[config.mk]
export PLATFORM = sky130hd
export DESIGN_NAME = gcd_modinv_flat
export DESIGN_NICKNAME = d
export VERILOG_FILES = /design/src/rtl/gcd_pkg.sv /design/src/rtl/gcd_modinv_if.sv /design/src/rtl/gcd_coef_unit.sv /design/src/rtl/gcd_modinv.sv /design/src/flat_wrapper.sv
export SDC_FILE = /design/constraint.sdc
export NUM_CORES = 1
export LEC_CHECK = 0
export BUFFER_PORTS_ARGS = -buffer_cell sky130_fd_sc_hd__buf_2
export CORE_MARGIN = 3
export CORE_UTILIZATION = 45
export CTS_CLUSTER_DIAMETER = 80
export DETAILED_ROUTE_END_ITERATION = 7
export PLACE_DENSITY = 0.67
export SLEW_MARGIN = 20
export SYNTH_ARGS = -nofsm -noshare
export SYNTH_HDL_FRONTEND = slang
export SYNTH_HIERARCHICAL = 1
export SYNTH_SLANG_ARGS = --single-unit
export TNS_END_PERCENT = 5
[constraint.sdc]
create_clock -name iClk -period 4.65 [get_ports iClk]
set_input_delay 0 -clock iClk [delete_from_list [all_inputs] [get_ports iClk]]
set_output_delay 0 -clock iClk [all_outputs]
set_load 0.02 [all_outputs]
[src/rtl/gcd_pkg.sv]
// Shared types and constants for the binary GCD / modular-inverse engine.
package gcd_pkg;

  typedef enum logic [1:0] {
    IDLE  = 2'd0,
    ALIGN = 2'd1,
    RUN   = 2'd2,
    DONE  = 2'd3
  } state_e;

  localparam logic MODE_GCD = 1'b0;
  localparam logic MODE_INV = 1'b1;

  // Upper bound on ALIGN plus RUN cycles for one request.
  function automatic int max_iter(input int width);
    return 5 * width + 2;
  endfunction

endpackage

[src/rtl/gcd_modinv_if.sv]
// Request/response bundle between a requester and the gcd_modinv engine.
interface gcd_modinv_if #(
  parameter int WIDTH = 16
);
  logic             iValid;
  logic             iMode;
  logic [WIDTH-1:0] iA;
  logic [WIDTH-1:0] iB;
  logic             oReady;
  logic             oValid;
  logic [WIDTH-1:0] oC;
  logic             oErr;

  modport master (
    output iValid, iMode, iA, iB,
    input  oReady, oValid, oC, oErr
  );

  modport slave (
    input  iValid, iMode, iA, iB,
    output oReady, oValid, oC, oErr
  );
endinterface

[src/rtl/gcd_coef_unit.sv]
// Combinational Bezout-coefficient helpers: halving and subtraction modulo an odd B.
module gcd_coef_unit #(
  parameter int WIDTH = 16
) (
  input  logic [WIDTH-1:0] x1,
  input  logic [WIDTH-1:0] x2,
  input  logic [WIDTH-1:0] b,
  output logic [WIDTH-1:0] half1,
  output logic [WIDTH-1:0] half2,
  output logic [WIDTH-1:0] sub12,
  output logic [WIDTH-1:0] sub21
);

  // Odd x gets B added first so the sum is even; the carry needs the extra bit.
  function automatic logic [WIDTH-1:0] halfmod(input logic [WIDTH-1:0] x,
                                               input logic [WIDTH-1:0] m);
    logic [WIDTH:0] s;
    s = x[0] ? ({1'b0, x} + {1'b0, m}) : {1'b0, x};
    return s[WIDTH:1];
  endfunction

  function automatic logic [WIDTH-1:0] submod(input logic [WIDTH-1:0] p,
                                              input logic [WIDTH-1:0] q,
                                              input logic [WIDTH-1:0] m);
    logic [WIDTH:0] d;
    d = {1'b0, p} - {1'b0, q};
    if (d[WIDTH]) begin
      d = d + {1'b0, m};
    end
    return d[WIDTH-1:0];
  endfunction

  always_comb begin
    half1 = halfmod(x1, b);
    half2 = halfmod(x2, b);
    sub12 = submod(x1, x2, b);
    sub21 = submod(x2, x1, b);
  end

endmodule

[src/rtl/gcd_modinv.sv]
// Iterative binary GCD (Stein) and binary extended-Euclid modular inverse,
// one reduction step per clock behind a valid/ready request handshake.
module gcd_modinv
  import gcd_pkg::*;
#(
  parameter int WIDTH = 16,
  parameter int CNTW  = $clog2(WIDTH) + 1
) (
  input  logic         iClk,
  input  logic         iRst,
  gcd_modinv_if.slave  bus
);

  state_e           state_q, state_d;
  logic [WIDTH-1:0] u_q, u_d;
  logic [WIDTH-1:0] v_q, v_d;
  logic [WIDTH-1:0] x1_q, x1_d;
  logic [WIDTH-1:0] x2_q, x2_d;
  logic [WIDTH-1:0] b_q, b_d;
  logic [WIDTH-1:0] c_q, c_d;
  logic [CNTW-1:0]  k_q, k_d;
  logic             mode_q, mode_d;
  logic             err_q, err_d;

  logic [WIDTH-1:0] half1, half2, sub12, sub21;
  logic [WIDTH-1:0] g;
  logic             u_zero, v_zero, inv_bad;

  gcd_coef_unit #(.WIDTH(WIDTH)) u_coef (
    .x1    (x1_q),
    .x2    (x2_q),
    .b     (b_q),
    .half1 (half1),
    .half2 (half2),
    .sub12 (sub12),
    .sub21 (sub21)
  );

  assign u_zero = (u_q == '0);
  assign v_zero = (v_q == '0);
  assign g      = u_zero ? v_q : u_q;
  assign inv_bad = (g != WIDTH'(1));

  always_ff @(posedge iClk or posedge iRst) begin
    if (iRst) begin
      state_q <= IDLE;
      u_q     <= '0;
      v_q     <= '0;
      x1_q    <= '0;
      x2_q    <= '0;
      b_q     <= '0;
      c_q     <= '0;
      k_q     <= '0;
      mode_q  <= MODE_GCD;
      err_q   <= 1'b0;
    end else begin
      state_q <= state_d;
      u_q     <= u_d;
      v_q     <= v_d;
      x1_q    <= x1_d;
      x2_q    <= x2_d;
      b_q     <= b_d;
      c_q     <= c_d;
      k_q     <= k_d;
      mode_q  <= mode_d;
      err_q   <= err_d;
    end
  end

  always_comb begin
    state_d = state_q;
    u_d     = u_q;
    v_d     = v_q;
    x1_d    = x1_q;
    x2_d    = x2_q;
    b_d     = b_q;
    c_d     = c_q;
    k_d     = k_q;
    mode_d  = mode_q;
    err_d   = err_q;

    case (state_q)
      IDLE: begin
        if (bus.iValid) begin
          u_d    = bus.iA;
          v_d    = bus.iB;
          b_d    = bus.iB;
          k_d    = '0;
          x1_d   = WIDTH'(1);
          x2_d   = '0;
          mode_d = bus.iMode;
          if (bus.iMode == MODE_GCD) begin
            state_d = ALIGN;
          end else if (!bus.iB[0] || (bus.iB < WIDTH'(2))) begin
            // An even or trivial modulus never has an inverse; skip the loop.
            state_d = DONE;
            err_d   = 1'b1;
            c_d     = '0;
          end else begin
            state_d = RUN;
          end
        end
      end

      ALIGN: begin
        if (u_zero || v_zero || u_q[0] || v_q[0]) begin
          state_d = RUN;
        end else begin
          u_d = u_q >> 1;
          v_d = v_q >> 1;
          k_d = k_q + CNTW'(1);
        end
      end

      RUN: begin
        if (u_zero || v_zero) begin
          state_d = DONE;
          if (mode_q == MODE_INV) begin
            err_d = inv_bad;
            c_d   = inv_bad ? '0 : (u_zero ? x2_q : x1_q);
          end else begin
            err_d = 1'b0;
            c_d   = g << k_q;
          end
        end else if (!u_q[0]) begin
          u_d  = u_q >> 1;
          x1_d = half1;
        end else if (!v_q[0]) begin
          v_d  = v_q >> 1;
          x2_d = half2;
        end else if (u_q >= v_q) begin
          u_d  = u_q - v_q;
          x1_d = sub12;
        end else begin
          v_d  = v_q - u_q;
          x2_d = sub21;
        end
      end

      DONE: begin
        state_d = IDLE;
      end

      default: begin
        state_d = IDLE;
      end
    endcase
  end

  always_comb begin
    bus.oReady = (state_q == IDLE);
    bus.oValid = (state_q == DONE);
    bus.oC     = c_q;
    bus.oErr   = err_q;
  end

endmodule

[src/flat_wrapper.sv]
// flat-port wrapper written by rule: the top's interface ports become plain ports
module gcd_modinv_flat import gcd_pkg::*;
#(
  parameter int WIDTH = 16,
  parameter int CNTW  = $clog2(WIDTH) + 1
)
  (iClk, iRst, bus_iValid, bus_iMode, bus_iA, bus_iB, bus_oReady, bus_oValid, bus_oC, bus_oErr);
  gcd_modinv_if #(.WIDTH(WIDTH)) bus_i ();
  input  logic iClk;
  input  logic iRst;
  input wire logic [$bits(bus_i.iValid)-1:0] bus_iValid;
  input wire logic [$bits(bus_i.iMode)-1:0] bus_iMode;
  input wire logic [$bits(bus_i.iA)-1:0] bus_iA;
  input wire logic [$bits(bus_i.iB)-1:0] bus_iB;
  output wire logic [$bits(bus_i.oReady)-1:0] bus_oReady;
  output wire logic [$bits(bus_i.oValid)-1:0] bus_oValid;
  output wire logic [$bits(bus_i.oC)-1:0] bus_oC;
  output wire logic [$bits(bus_i.oErr)-1:0] bus_oErr;
  assign bus_i.iValid = bus_iValid;
  assign bus_i.iMode = bus_iMode;
  assign bus_i.iA = bus_iA;
  assign bus_i.iB = bus_iB;
  assign bus_oReady = bus_i.oReady;
  assign bus_oValid = bus_i.oValid;
  assign bus_oC = bus_i.oC;
  assign bus_oErr = bus_i.oErr;
  gcd_modinv #(.WIDTH(WIDTH), .CNTW(CNTW)) u_core (.iClk(iClk), .iRst(iRst), .bus(bus_i));
endmodule
Word level (Yosys, flattened, before mapping)
Index checks and enable logic that the tools add are counted.
- flip-flop bits (word level): 105
- input port bits: 36
- logic and storage cells: 114
- add/subtract/negate cells: 9
- $lt $le $gt $ge: 2
- equal/unequal tests: 15
- shift-type cells: 1
- multiplexer cells: 54
- reduce and logical (&&, ||, !) cells: 21
- operator list (kind ; number):
    2-to-1 mux 16 bit ; 32
    one-hot mux 16 bit (2 select lines) ; 3
    one-hot mux 16 bit (3 select lines) ; 2
    adder 16 x 16 -> 17 bit ; 2
    2-to-1 mux 17 bit ; 2
    subtractor 16 x 16 -> 17 bit ; 2
    adder 16 bit ; 2
    zero test 16 bit ; 2
    subtractor 16 bit ; 2
    AND reduction 5 bit ; 4
    greater-or-equal comparator 16 bit ; 1
    less-than comparator 16 x 2 -> 1 bit, second input constant ; 1
    != test 16 x 1 -> 1 bit, second input constant ; 1
    left shift 16 x 5 -> 16 bit ; 1
    AND reduction 6 bit ; 2
    2-to-1 mux 5 bit ; 2
    one-hot mux 5 bit (2 select lines) ; 1
    != test 3 bit, second input constant ; 3
    2-to-1 mux 2 bit ; 4
    != test 2 x 1 -> 1 bit, second input constant ; 4
    != test 2 bit, second input constant ; 4
    one-hot mux 2 bit (4 select lines) ; 1
    2-to-1 mux 1 bit ; 6
    AND reduction 3 bit ; 2
    11 further kinds ; 16

Logic depth before layout (Yosys ltp)
- depth after elaboration: 8
- mapped depth: 23

Modules after synthesis
Netlist, hierarchy kept.
- by module, submodules not included (module ; times used ; cells an instance ; area an instance (µm²) ; seq. area each (µm²)):
    gcd_modinv ; 1 ; 943 ; 8164.1 ; 2627.5
    gcd_coef_unit ; 1 ; 693 ; 4929.7 ; 0.0

Least setup slack after synthesis
Ideal clock, no wire load.
- path kind: register to register
- from: register u_core.x1_q[0]
- to: register u_core.x1_q[14]
- library setup time: 0.069 ns
- arrival: 4.199 ns
- required time: 4.581 ns
- slack: 0.382 ns
- stages on the path, launching flop included: 24
- path through: dfrtp_1 > clkbuf_1 > inv_1 > ha_1 > inv_1 > fa_1 > a21o_1 > a21oi_1 > o21ai_1 > a31oi_1 > o21bai_1 > a21oi_1 > xnor2_1 > ha_1 > and3_1 > o2bb2ai_1 > a31oi_1 > nor2_1 > or4_1 > nand4_1 > o21a_1 > mux2_2 > nand4_1 > nand3_1
- cells in the longest elaborated chain, start to end: 8
- RTL lines (element ; RTL line ; source):
    from (decl) ; gcd_modinv.sv:17 ; logic [WIDTH-1:0] x1_q, x1_d;
    from (signal assigned) ; gcd_modinv.sv:49 ; x1_q <= '0;
    from (signal assigned) ; gcd_modinv.sv:60 ; x1_q <= x1_d;
    subtractor 16 x 16 -> 17 bit (*) ; gcd_coef_unit.sv:26 ; d = {1'b0, p} - {1'b0, q};
    adder 16 bit ; gcd_coef_unit.sv:28 ; d = d + {1'b0, m};
    2-to-1 mux 16 bit (*) ; gcd_coef_unit.sv:27 ; if (d[WIDTH]) begin
    named net u_core.sub12[14] ; gcd_modinv.sv:25 ; logic [WIDTH-1:0] half1, half2, sub12, sub21;
    2-to-1 mux 16 bit (*) ; gcd_modinv.sv:131 ; end else if (u_q >= v_q) begin
    2-to-1 mux 16 bit (*) ; gcd_modinv.sv:128 ; end else if (!v_q[0]) begin
    2-to-1 mux 16 bit (*) ; gcd_modinv.sv:125 ; end else if (!u_q[0]) begin
    2-to-1 mux 16 bit (*) ; gcd_modinv.sv:116 ; if (u_zero || v_zero) begin
    one-hot mux 16 bit (2 select lines) (*) ; gcd_modinv.sv:82 ; case (state_q)
Mark *: on every way through the listed nets, which the timed path passes. The rest lies on a longest branch. The select of a mux whose other input is x is not followed.
A chain may end at the register's enable or synchronous reset.

Worst setup path after layout
- from: register u_core.x2_q[0]
- to: register u_core.x2_q[15]
- cells in the longest elaborated chain, start to end: 8
- RTL lines (element ; RTL line ; source):
    from (decl) ; gcd_modinv.sv:18 ; logic [WIDTH-1:0] x2_q, x2_d;
    from (signal assigned) ; gcd_modinv.sv:50 ; x2_q <= '0;
    from (signal assigned) ; gcd_modinv.sv:61 ; x2_q <= x2_d;
    subtractor 16 x 16 -> 17 bit (*) ; gcd_coef_unit.sv:26 ;
    adder 16 bit ; gcd_coef_unit.sv:28 ;
    2-to-1 mux 16 bit (*) ; gcd_coef_unit.sv:27 ;
    named net u_core.sub21[15] ; gcd_modinv.sv:25 ;
    2-to-1 mux 16 bit (*) ; gcd_modinv.sv:131 ;
    2-to-1 mux 16 bit (*) ; gcd_modinv.sv:128 ;
    2-to-1 mux 16 bit (*) ; gcd_modinv.sv:125 ;
    2-to-1 mux 16 bit (*) ; gcd_modinv.sv:116 ;
    one-hot mux 16 bit (2 select lines) (*) ; gcd_modinv.sv:82 ;
Marks and branches as above.

==> impl_results.md <==
- Area share of the largest cell type after synthesis: 20.1%
- TritonCTS clock tree: yes
- WP data arrival: 4.59 ns
- Wire length of the first global-routing pass: approximately 67000 um
- Max Cap Viol: 0
- Wire per inst: around 21 um
- Global Route Usage Sum: approximately 27%
- Clock Sinks: 105
- DIE WIDTH: 177 um
- Avg Cell Area, Syn: 8.00 um^2
- Crit path max-delay family: compound AO/OA/AOI/OAI gates
- Core Area: 28200 um^2
- Pin count of the biggest net entering global routing: 67
- Final Hold Viols: 0
- Setup Fix Bufs, Post-CTS: 0
- CP Data Required Time: 4.87 ns
- Setup crit start kind: flip-flop
- Status: finished clean
- Top_reg_cell synth: dfrtp_1
- Synth-to-Final Area Change: 9.78%
- Finished Cell Area: 14400 um^2
- Slew headroom: 36.9%
- Fmax: 229 MHz
- Synth Instances: between 1500 and 2000
- IO buf count: 54
- Fill cells: 2744
- Mapped Nets: approximately 1800
- Initial DRC count: 1223
- Number of flops mapped to enable cells by yosys: 0
- Post-placement cell count: slightly above 2000
- Num ports: 55
- ANT cells: 0
- Clock transition at path regs: 0.09 ns
- Crit path max fanout: 5
- DIE HEIGHT: 177 um
- Register Area: about 2600 um^2
- Hold slack: 0.0402 ns
- Total wire length: 42500 um
- Critical Path, Cell by Cell: inv_1, ha_1, inv_1, fa_1, a211oi_4, o21ai_2, a21o_1, a21o_1, a21o_1, a21oi_1, xnor2_1, ha_1, a211oi_1, nand2_1, o21ai_1, o21ai_0, xnor2_1, nor2_2, xnor2_1, mux2i_1, o2bb2ai_1
- # DRC: 0
- Top cells by count, synth: 163 x nand2_1, 134 x ha_1, 133 x a21oi_1, 107 x nor2_1, 107 x o21ai_0
- Full die area: 31200 um^2
- H-tree Lvls: 3
- Final Net Count: 1854
- Post-Route Setup TNS: 0 ns
- Layout cells sized above 1: around an eighth
- Seq/Total Area, Yosys: approximately a fifth
- RSZ-0062 raised after global routing: yes
- Crit path capture type: flip-flop
- Yosys reg bits: ~110
- Most numerous cell in the Yosys netlist: nand2_1
- Num CTS Buffers: 9
- Area of the multi-input gates: around 10000 um^2
- CTS root buf: clkbuf_16
- Yosys warns: 6
- Worst skew pair latency: between 0.3 and 0.4 ns
- Post-Layout Cell Count: 2059
- Final setup viols: 0
- CP peak stage delay: 0.46 ns
- Area after DPL: ~14000 um^2
- GPL Wtd Cong: roughly 0.96
- Initial Util: 46.4%
- Slowest library cell on the worst path: fa_1
- Number of antenna violations at the first check in global routing: 0
- Row Count: 61
- Clock skew: 0.0213 ns
- Period minus WS final: between 4 and 5 ns
- Async set or reset register ratio after synthesis: 100%
- Slew @ Worst Pin: roughly 0.95 ns
- Vias in the first global route: roughly 12000
- Drt first pass iters: 5
- GRT Residual Overflow: 0
- Vias per std cell: 6.25
- Top cells by area, synth: dfrtp_1 20%, ha_1 13%, a21oi_1 5.1%, nand2_1 4.7%, mux2_2 4.3%
- Vias: 12900
- Longest Clk Path Bufs: 2
- Antenna viol nets, final: 0
- Yosys top cell by area: dfrtp_1
- WP buf/inv: 2
- Netlist cell types: 80
- Worst Hold Class: primary input to flip-flop
- Setup CP Type: flip-flop to flip-flop
- Slew Limit Fails: 0
- Hpwl dp: 32300 um
- Crit share post-route: 94.0%
- Post-Syn Area: 13100 um^2
[registers in the layout, indices dropped and copies added, names as in the netlist]
register and cells:
u_core/mode_q 1, u_core/state_q 2, u_core/u_q 16, u_core/v_q 16, u_core/x2_q 16, u_core/k_q 5
u_core/bus.oErr 1, u_core/bus.oC 16, u_core/x1_q 16, u_core/b_q 16
[worst min-delay path: stages]
cell and delay, ns:
buf_2 0.07, nor2b_1 0.11, a31oi_1 0.04, o21ai_0 0.15
[path summary, 6_finish.rpt]
| kind | from | endpoint | slack (ns) | depth (start not counted) |
|---|---|---|---|---|
| setup / recovery | u_core/x2_q[0] | u_core/x2_q[15] | 0.28 | 21 |
| hold / removal | bus_iA[15] | u_core/u_q[15] | 0.04 | 4 |
| setup reg to reg | u_core/x2_q[0] | u_core/x2_q[15] | 0.28 | 21 |
| hold reg to reg | u_core/bus.oC[1] | u_core/bus.oC[1] | 0.49 | 2 |
| max in group asynchronous | iRst | u_core/x1_q[1] | 3.13 | 4 |
| min in group asynchronous | iRst | u_core/u_q[15] | 0.38 | 3 |
[layout by cell type, fill, tap and decap left out, types with 10 or more instances in the layout]
master,count
mux2i_1,47
o21a_1,19
a31oi_1,21
a21o_1,53
o31ai_1,29
nand3_1,47
xnor2_1,57
dfrtp_1,104
a211oi_1,13
dlygate4sd3_1,32
nor2_1,107
inv_1,99
mux4_2,11
nand4_1,24
o21bai_1,14
o21ai_1,10
o2bb2ai_1,18
ha_1,134
o211ai_1,12
nor3_1,23
nor4_1,11
a221o_1,11
mux2_2,50
o21ai_0,106
a21oi_1,131
buf_4,36
xor2_1,34
nor2b_1,18
buf_2,54
a221oi_1,14
or3_1,12
nand2b_1,17
nand2_1,163
[per-layer routing]
layer	share of wire [%]	up-vias	track usage, %
met5	0	-	0
li1	-	6050	-
met2	47	528	45.2
met4	2.6	0	8.35
met3	6.3	64	3.40
met1	44	6229	36.2
[cell type report]
cell class	count	share of cell area, %
timing repair buffer	122	5.99
inverter	104	2.73
tap	378	3.29
sequential	105	18.3
clock inverter	7	0.566
multi-input combinational	1334	67.6
clock buffer	9	1.57
[stage by stage]
stage	worst slack, ns	utilization, %
after CTS	0.160	50.8
after global routing	-0.0217	50.9
final	0.278	50.9
after detailed placement	0.191	48.6
after global placement	0.329	48.6
after floorplan	0.382	-
[timing repair]
item | in CTS | in global routing
resized for setup | 0 | 5
setup endpoints to repair | 0 | 7
endpoints found under the hold margin | 107 | 0
hold buffers | 32 | 0
[cells by family (layout without fill, tap and decap cells)]
| kind of cell | Yosys count | count (layout) | share of synthesized area, % |
|---|---|---|---|
| mux | 110 | 110 | 10.0 |
| simple gates | 468 | 468 | 17.4 |
| buf+inv | 197 | 242 | 6.00 |
| fa+ha+maj | 142 | 142 | 14.0 |
| xor+xnor | 91 | 91 | 6.09 |
| flops | 105 | 105 | 20.1 |
| compound gates | 523 | 523 | 26.4 |
Power is left out: the tool's default activity adds up to more than one toggle a clock period on the data nets, which glitch-free logic cannot reach.
